===== src/rtl/fp16_mac_tile_sequencer.sv =====
// fp16_mac_tile_sequencer
//   Control sequencer for one fp16 MAC unit (or a row of MACs sharing control).
//   For every output tile it issues K operand pairs, drains the 2-stage MAC
//   pipeline with zeroed operands, then presents the frozen accumulator value
//   through a valid/ready handshake. Tiles run back-to-back without overlap.
//
// Ports
//   clk, rst_n            clock, asynchronous active-low reset
//   start                 one-cycle job request, honoured only in IDLE
//   cfg_k_len/cfg_n_tiles products per tile / tile count, latched on start
//   busy, done, cfg_err   job status; cfg_err pulses with done on a bad config
//   op_req/op_ready       operand pair request and presence (FILL only)
//   op_k, op_tile         index of the requested pair and the current tile
//   op_zero               forces MAC operands to +0 while draining
//   mac_enable            MAC pipeline enable
//   mac_acc_clear         MAC accumulator clear
//   res_valid/res_ready   result handshake, res_tile names the result's tile
module fp16_mac_tile_sequencer #(
  parameter int K_W    = 8,
  parameter int TILE_W = 8
) (
  input  logic              clk,
  input  logic              rst_n,
  input  logic              start,
  input  logic [K_W-1:0]    cfg_k_len,
  input  logic [TILE_W-1:0] cfg_n_tiles,
  output logic              busy,
  output logic              done,
  output logic              cfg_err,
  output logic              op_req,
  input  logic              op_ready,
  output logic [K_W-1:0]    op_k,
  output logic [TILE_W-1:0] op_tile,
  output logic              op_zero,
  output logic              mac_enable,
  output logic              mac_acc_clear,
  output logic              res_valid,
  input  logic              res_ready,
  output logic [TILE_W-1:0] res_tile
);

  typedef enum logic [2:0] {
    S_IDLE   = 3'd0,
    S_FILL   = 3'd1,
    S_DRAIN0 = 3'd2,
    S_DRAIN1 = 3'd3,
    S_RESULT = 3'd4,
    S_DONE   = 3'd5
  } state_t;

  localparam logic [K_W-1:0]    K_ZERO = {K_W{1'b0}};
  localparam logic [K_W-1:0]    K_ONE  = {{(K_W-1){1'b0}}, 1'b1};
  localparam logic [TILE_W-1:0] T_ZERO = {TILE_W{1'b0}};
  localparam logic [TILE_W-1:0] T_ONE  = {{(TILE_W-1){1'b0}}, 1'b1};

  state_t              state_r;
  state_t              state_s;
  logic [K_W-1:0]      k_r;
  logic [TILE_W-1:0]   tile_r;
  logic [K_W-1:0]      k_len_r;
  logic [TILE_W-1:0]   n_tiles_r;
  logic                first_pending_r;
  logic                bad_cfg_r;

  logic                accept_s;
  logic                bad_start_s;
  logic                issue_s;
  logic                handshake_s;
  logic                last_k_s;
  logic                last_tile_s;

  // Counters compare against latched length minus one, so the maximum
  // field value never needs a wider counter. Latched values are >= 1
  // whenever these compares are used.
  assign last_k_s    = (k_r == (k_len_r - K_ONE));
  assign last_tile_s = (tile_r == (n_tiles_r - T_ONE));
  assign accept_s    = (state_r == S_IDLE) && start;
  assign bad_start_s = (cfg_k_len == K_ZERO) || (cfg_n_tiles == T_ZERO);
  assign issue_s     = (state_r == S_FILL) && op_ready;
  assign handshake_s = (state_r == S_RESULT) && res_ready;

  assign op_k     = k_r;
  assign op_tile  = tile_r;
  assign res_tile = tile_r;

  // State register.
  always_ff @(posedge clk or negedge rst_n) begin
    if (!rst_n) begin
      state_r <= S_IDLE;
    end else begin
      state_r <= state_s;
    end
  end

  // Next-state and output decode.
  always_comb begin
    state_s       = state_r;
    busy          = 1'b0;
    done          = 1'b0;
    cfg_err       = 1'b0;
    op_req        = 1'b0;
    op_zero       = 1'b0;
    mac_enable    = 1'b0;
    res_valid     = 1'b0;
    case (state_r)
      S_IDLE: begin
        if (start) begin
          state_s = bad_start_s ? S_DONE : S_FILL;
        end else begin
          state_s = S_IDLE;
        end
      end
      S_FILL: begin
        busy       = 1'b1;
        op_req     = 1'b1;
        // A stall freezes the whole MAC pipeline, not just the issue.
        mac_enable = op_ready;
        if (op_ready && last_k_s) begin
          state_s = S_DRAIN0;
        end else begin
          state_s = S_FILL;
        end
      end
      S_DRAIN0: begin
        busy       = 1'b1;
        op_zero    = 1'b1;
        mac_enable = 1'b1;
        state_s    = S_DRAIN1;
      end
      S_DRAIN1: begin
        busy       = 1'b1;
        op_zero    = 1'b1;
        mac_enable = 1'b1;
        state_s    = S_RESULT;
      end
      S_RESULT: begin
        busy      = 1'b1;
        res_valid = 1'b1;
        if (res_ready) begin
          state_s = last_tile_s ? S_DONE : S_FILL;
        end else begin
          state_s = S_RESULT;
        end
      end
      S_DONE: begin
        done    = 1'b1;
        cfg_err = bad_cfg_r;
        state_s = S_IDLE;
      end
      default: begin
        state_s = S_IDLE;
      end
    endcase
    // The k=0 product reaches the accumulator input on the next enabled
    // cycle, so the clear rides on that cycle and loads it over any stale
    // value left by the previous tile's drain.
    mac_acc_clear = mac_enable & first_pending_r;
  end

  // Job configuration, latched only on an accepted start.
  always_ff @(posedge clk or negedge rst_n) begin
    if (!rst_n) begin
      k_len_r   <= K_ZERO;
      n_tiles_r <= T_ZERO;
      bad_cfg_r <= 1'b0;
    end else if (accept_s) begin
      k_len_r   <= cfg_k_len;
      n_tiles_r <= cfg_n_tiles;
      bad_cfg_r <= bad_start_s;
    end
  end

  // Pair index within the tile; wraps to 0 on the last issue.
  always_ff @(posedge clk or negedge rst_n) begin
    if (!rst_n) begin
      k_r <= K_ZERO;
    end else if (accept_s) begin
      k_r <= K_ZERO;
    end else if (issue_s) begin
      k_r <= last_k_s ? K_ZERO : (k_r + K_ONE);
    end
  end

  // Tile index; advances on each non-final result handshake.
  always_ff @(posedge clk or negedge rst_n) begin
    if (!rst_n) begin
      tile_r <= T_ZERO;
    end else if (accept_s) begin
      tile_r <= T_ZERO;
    end else if (handshake_s && !last_tile_s) begin
      tile_r <= tile_r + T_ONE;
    end
  end

  // Tracks that the k=0 issue happened and the accumulator clear is owed.
  always_ff @(posedge clk or negedge rst_n) begin
    if (!rst_n) begin
      first_pending_r <= 1'b0;
    end else if (mac_acc_clear) begin
      first_pending_r <= 1'b0;
    end else if (issue_s && (k_r == K_ZERO)) begin
      first_pending_r <= 1'b1;
    end
  end

endmodule

===== config.mk =====
export PLATFORM = sky130hd
export DESIGN_NAME = fp16_mac_tile_sequencer
export DESIGN_NICKNAME = d
export VERILOG_FILES = /design/src/rtl/fp16_mac_tile_sequencer.sv
export SDC_FILE = /design/constraint.sdc
export NUM_CORES = 1
export LEC_CHECK = 0
export BUFFER_PORTS_ARGS = -buffer_cell sky130_fd_sc_hd__buf_2
export CELL_PAD_IN_SITES_DETAIL_PLACEMENT = 1
export CELL_PAD_IN_SITES_GLOBAL_PLACEMENT = 1
export CORE_ASPECT_RATIO = 1.1
export CORE_UTILIZATION = 36
export DETAILED_ROUTE_END_ITERATION = 10
export GPL_ROUTABILITY_DRIVEN = 0
export PLACE_DENSITY_LB_ADDON = 0.05
export SLEW_MARGIN = 30
export SYNTH_ARGS = -nofsm -noshare
export SYNTH_HDL_FRONTEND = slang
export SYNTH_SLANG_ARGS = --single-unit
export TNS_END_PERCENT = 5

===== constraint.sdc =====
create_clock -name clk -period 2.42 [get_ports clk]
set_input_delay 0.242 -clock clk [delete_from_list [all_inputs] [get_ports clk]]
set_output_delay 0.242 -clock clk [all_outputs]
set_load 0.02 [all_outputs]

==> flow_summary.toml <==
[status]
status = "complete, no violations"

[yosys]
synth_area_per_cell_um2 = 8.61
synth_area_leaders = "dfrtp_1 40%, nand2_1 8.6%, xnor2_1 6.0%"
synth_area_um2 = 2330
synth_seq_area_share_pct = 39.8
syn-num-nets = 296
ys.flop_type = "dfrtp_1"
synth_area_leader_cell = "dfrtp_1"
synth-seq-cells = 37
synth_cells = 270
synth_top_area_share_pct = 39.8
yosysWarnings = 0
async_flop_share_pct = 100
synth_edf_count = 0
yosys.cell_types.count = 43

[setup_path]
path_max_fanout = 5
critPathSlowestCell = "or4_1"
cp_data_required_time_ns = 2.64
cp-end-kind = "flip-flop"
worstPathCellList = "inv_2, ha_4, or3b_4, o31a_1, o2111ai_2, a211oi_2, buf_2, or4_1, a21oi_1"
critPathLaunchType = "flip-flop"
max_stage_delay_ns = 0.47
arrival_ns = 2.57
path_class = "reg2reg"

[drt]
drc = 0
post_drt_via_cell_ratio = 5.23
wl_per_cell_um = 15.7
ant_nets = 0
drtPass1Iterations = 4
vias = 2134
routed_wl_mm = 6.41
drt-initial-drc-count = 42

[layout]
num_antenna_cells = 0
drive_above_1_share_pct = 28.7
most-common-layout-cells = "53 x nand2_1, 52 x buf_2, 37 x dfrtp_1"
fin_util_pct = 46.7
syn2layout_area_growth_pct = 24.4
final_common_cell = "nand2_1"
fin_nets = 353

[sta]
grt_setup_unrepaired = "true"
clock-skew-final_ns = 0.00839
timing.setup.tns_ns = 0
worstMarginPinSlew_ns = 0.502
setup_viol = 0
hold_violations = 0
min_period_over_period_pct = 97.4
max_freq_mhz = 424
max_slew_margin_pct = 66.5
post-route-min-period_ns = 2.36
maxSlewViolCount = 0

[die]
ios = 53
fp.dieH_um = 86.3
initial_core_util_pct = 37.6
die-area_um2 = 6790
rows = 30
chipWidth_um = 78.6
core_um2 = 6190

[clocking]
h-tree-depth = 2
cts.sinks = 37
cts_buffers = 5
clkTransAtPathRegs_ns = 0.08
cts_buffer_depth = 2
tritoncts = "yes"
insertion_delay_ns = 0.29
root_buffer = "clkbuf_8"

[placement]
io_buffers = 52
hpwl_mm = 4.50

[global_route]
first_global_vias = 2066
grtUsageTotal_pct = 19.5
grt_max_degree = 38
antenna_found_initial = 0
grt_pass1_wl_mm = 10.3
grt-ovfl-total = 0

[power]
leakagePower_nw = 1.36
power_density_nw_per_um2 = 1010
ir_drop_mv = 0.364

[hold_path]
min_path_type = "in2reg"

[flow_run]
maxCapViolCount = 0
synthesized netlist by cell type, types with 5 or more instances:
cell	number
ha_1	5
nand2_1	53
xnor2_1	16
nor3_1	13
xor2_1	10
buf_4	8
nor3b_1	6
nor2_1	11
o21ai_0	11
nand4_1	6
nor4_1	7
a21oi_1	9
inv_1	11
o31ai_1	5
dfrtp_1	37
clkbuf_1	10
flip-flops by register name, summed over array words and instances, names as in the netlist:
name and count:
k_len_r 8, op_tile 8, n_tiles_r 8, op_k 8, first_pending_r 1, state_r 3
bad_cfg_r 1
worst max-delay path: cells and delay by family (launching register included):
family          cells  cell delay (ns)
simple gates        2             0.84
compound gates      4             0.67
flops               1             0.41
buf+inv             2             0.25
fa+ha+maj           1             0.13
through the flow:
| step | setup slack (ns) | std cells | hold slack (ns) | total power, W | instance area, µm² |
|---|---|---|---|---|---|
| finish | 0.0640 | 408 | 0.157 | 0.00293 | 2890 |
| global placement | 0.0677 | 393 | 0.422 | 0.00229 | 2670 |
| global route | -0.0151 | 408 | 0.153 | 0.00318 | 2890 |
| floorplan | 0.0441 | 270 | -0.0536 | 0.00193 | 2330 |
| detailed placement | 0.0185 | 393 | 0.412 | 0.00233 | 2670 |
| CTS | 0.00254 | 401 | 0.0846 | 0.00284 | 2770 |
final timing paths:
check	from	end	slack (ns)	depth (start not counted)
max	n_tiles_r[1]	op_tile[5]	0.06	9
min	cfg_n_tiles[4]	n_tiles_r[4]	0.16	3
max reg2reg	n_tiles_r[1]	op_tile[5]	0.06	9
min reg2reg	n_tiles_r[7]	n_tiles_r[7]	0.51	2
max in group asynchronous	rst_n	k_len_r[5]	1.61	2
min in group asynchronous	rst_n	op_tile[6]	0.45	2
per-layer routing:
layer | part of all wire, % | global-route usage [%] | up-vias
met5 | 0 | 0 | -
met3 | 3.0 | 3.79 | 6
met4 | 1.0 | 5.56 | 0
met1 | 44 | 24.1 | 1043
met2 | 52 | 34.4 | 34
li1 | - | - | 1051
where the power goes:
| part | switching, W | leakage, nW | internal (W) | total, W |
|---|---|---|---|---|
| registers | 0.000298 | 0.480 | 0.000804 | 0.00110 |
| clock network | 0.000234 | 0.0542 | 0.000258 | 0.000492 |
| logic | 0.000704 | 0.827 | 0.000636 | 0.00134 |
| total | 0.00124 | 1.36 | 0.00170 | 0.00293 |
cell families after synthesis:
family | Yosys count | share of synthesized area [%]
xor gates and xnor gates | 26 | 9.79
buffers and inverters | 31 | 6.35
and+or+nand+nor | 128 | 28.8
AOI/OAI and AO/OA | 39 | 10.8
muxes | 4 | 1.72
DFF | 37 | 39.8
adders and majority gates | 5 | 2.69
cell type report:
| type | count | area (µm²) |
|---|---|---|
| tap | 80 | 100 |
| timing repair buffer | 70 | 398 |
| clock buffer | 7 | 96.3 |
| inverter | 11 | 41.3 |
| clock inverter | 1 | 5.00 |
| sequential | 37 | 926 |
| multi-input combinational | 202 | 1330 |
| fill | 754 | 3300 |
timing repair:
item,CTS,global route
buffers inserted,0,5
hold buffers,0,1
resized for setup,0,16
hold endpoints to repair,0,37
endpoints found under the setup margin,0,5
No activity file was read; power rests on OpenSTA's default activity.
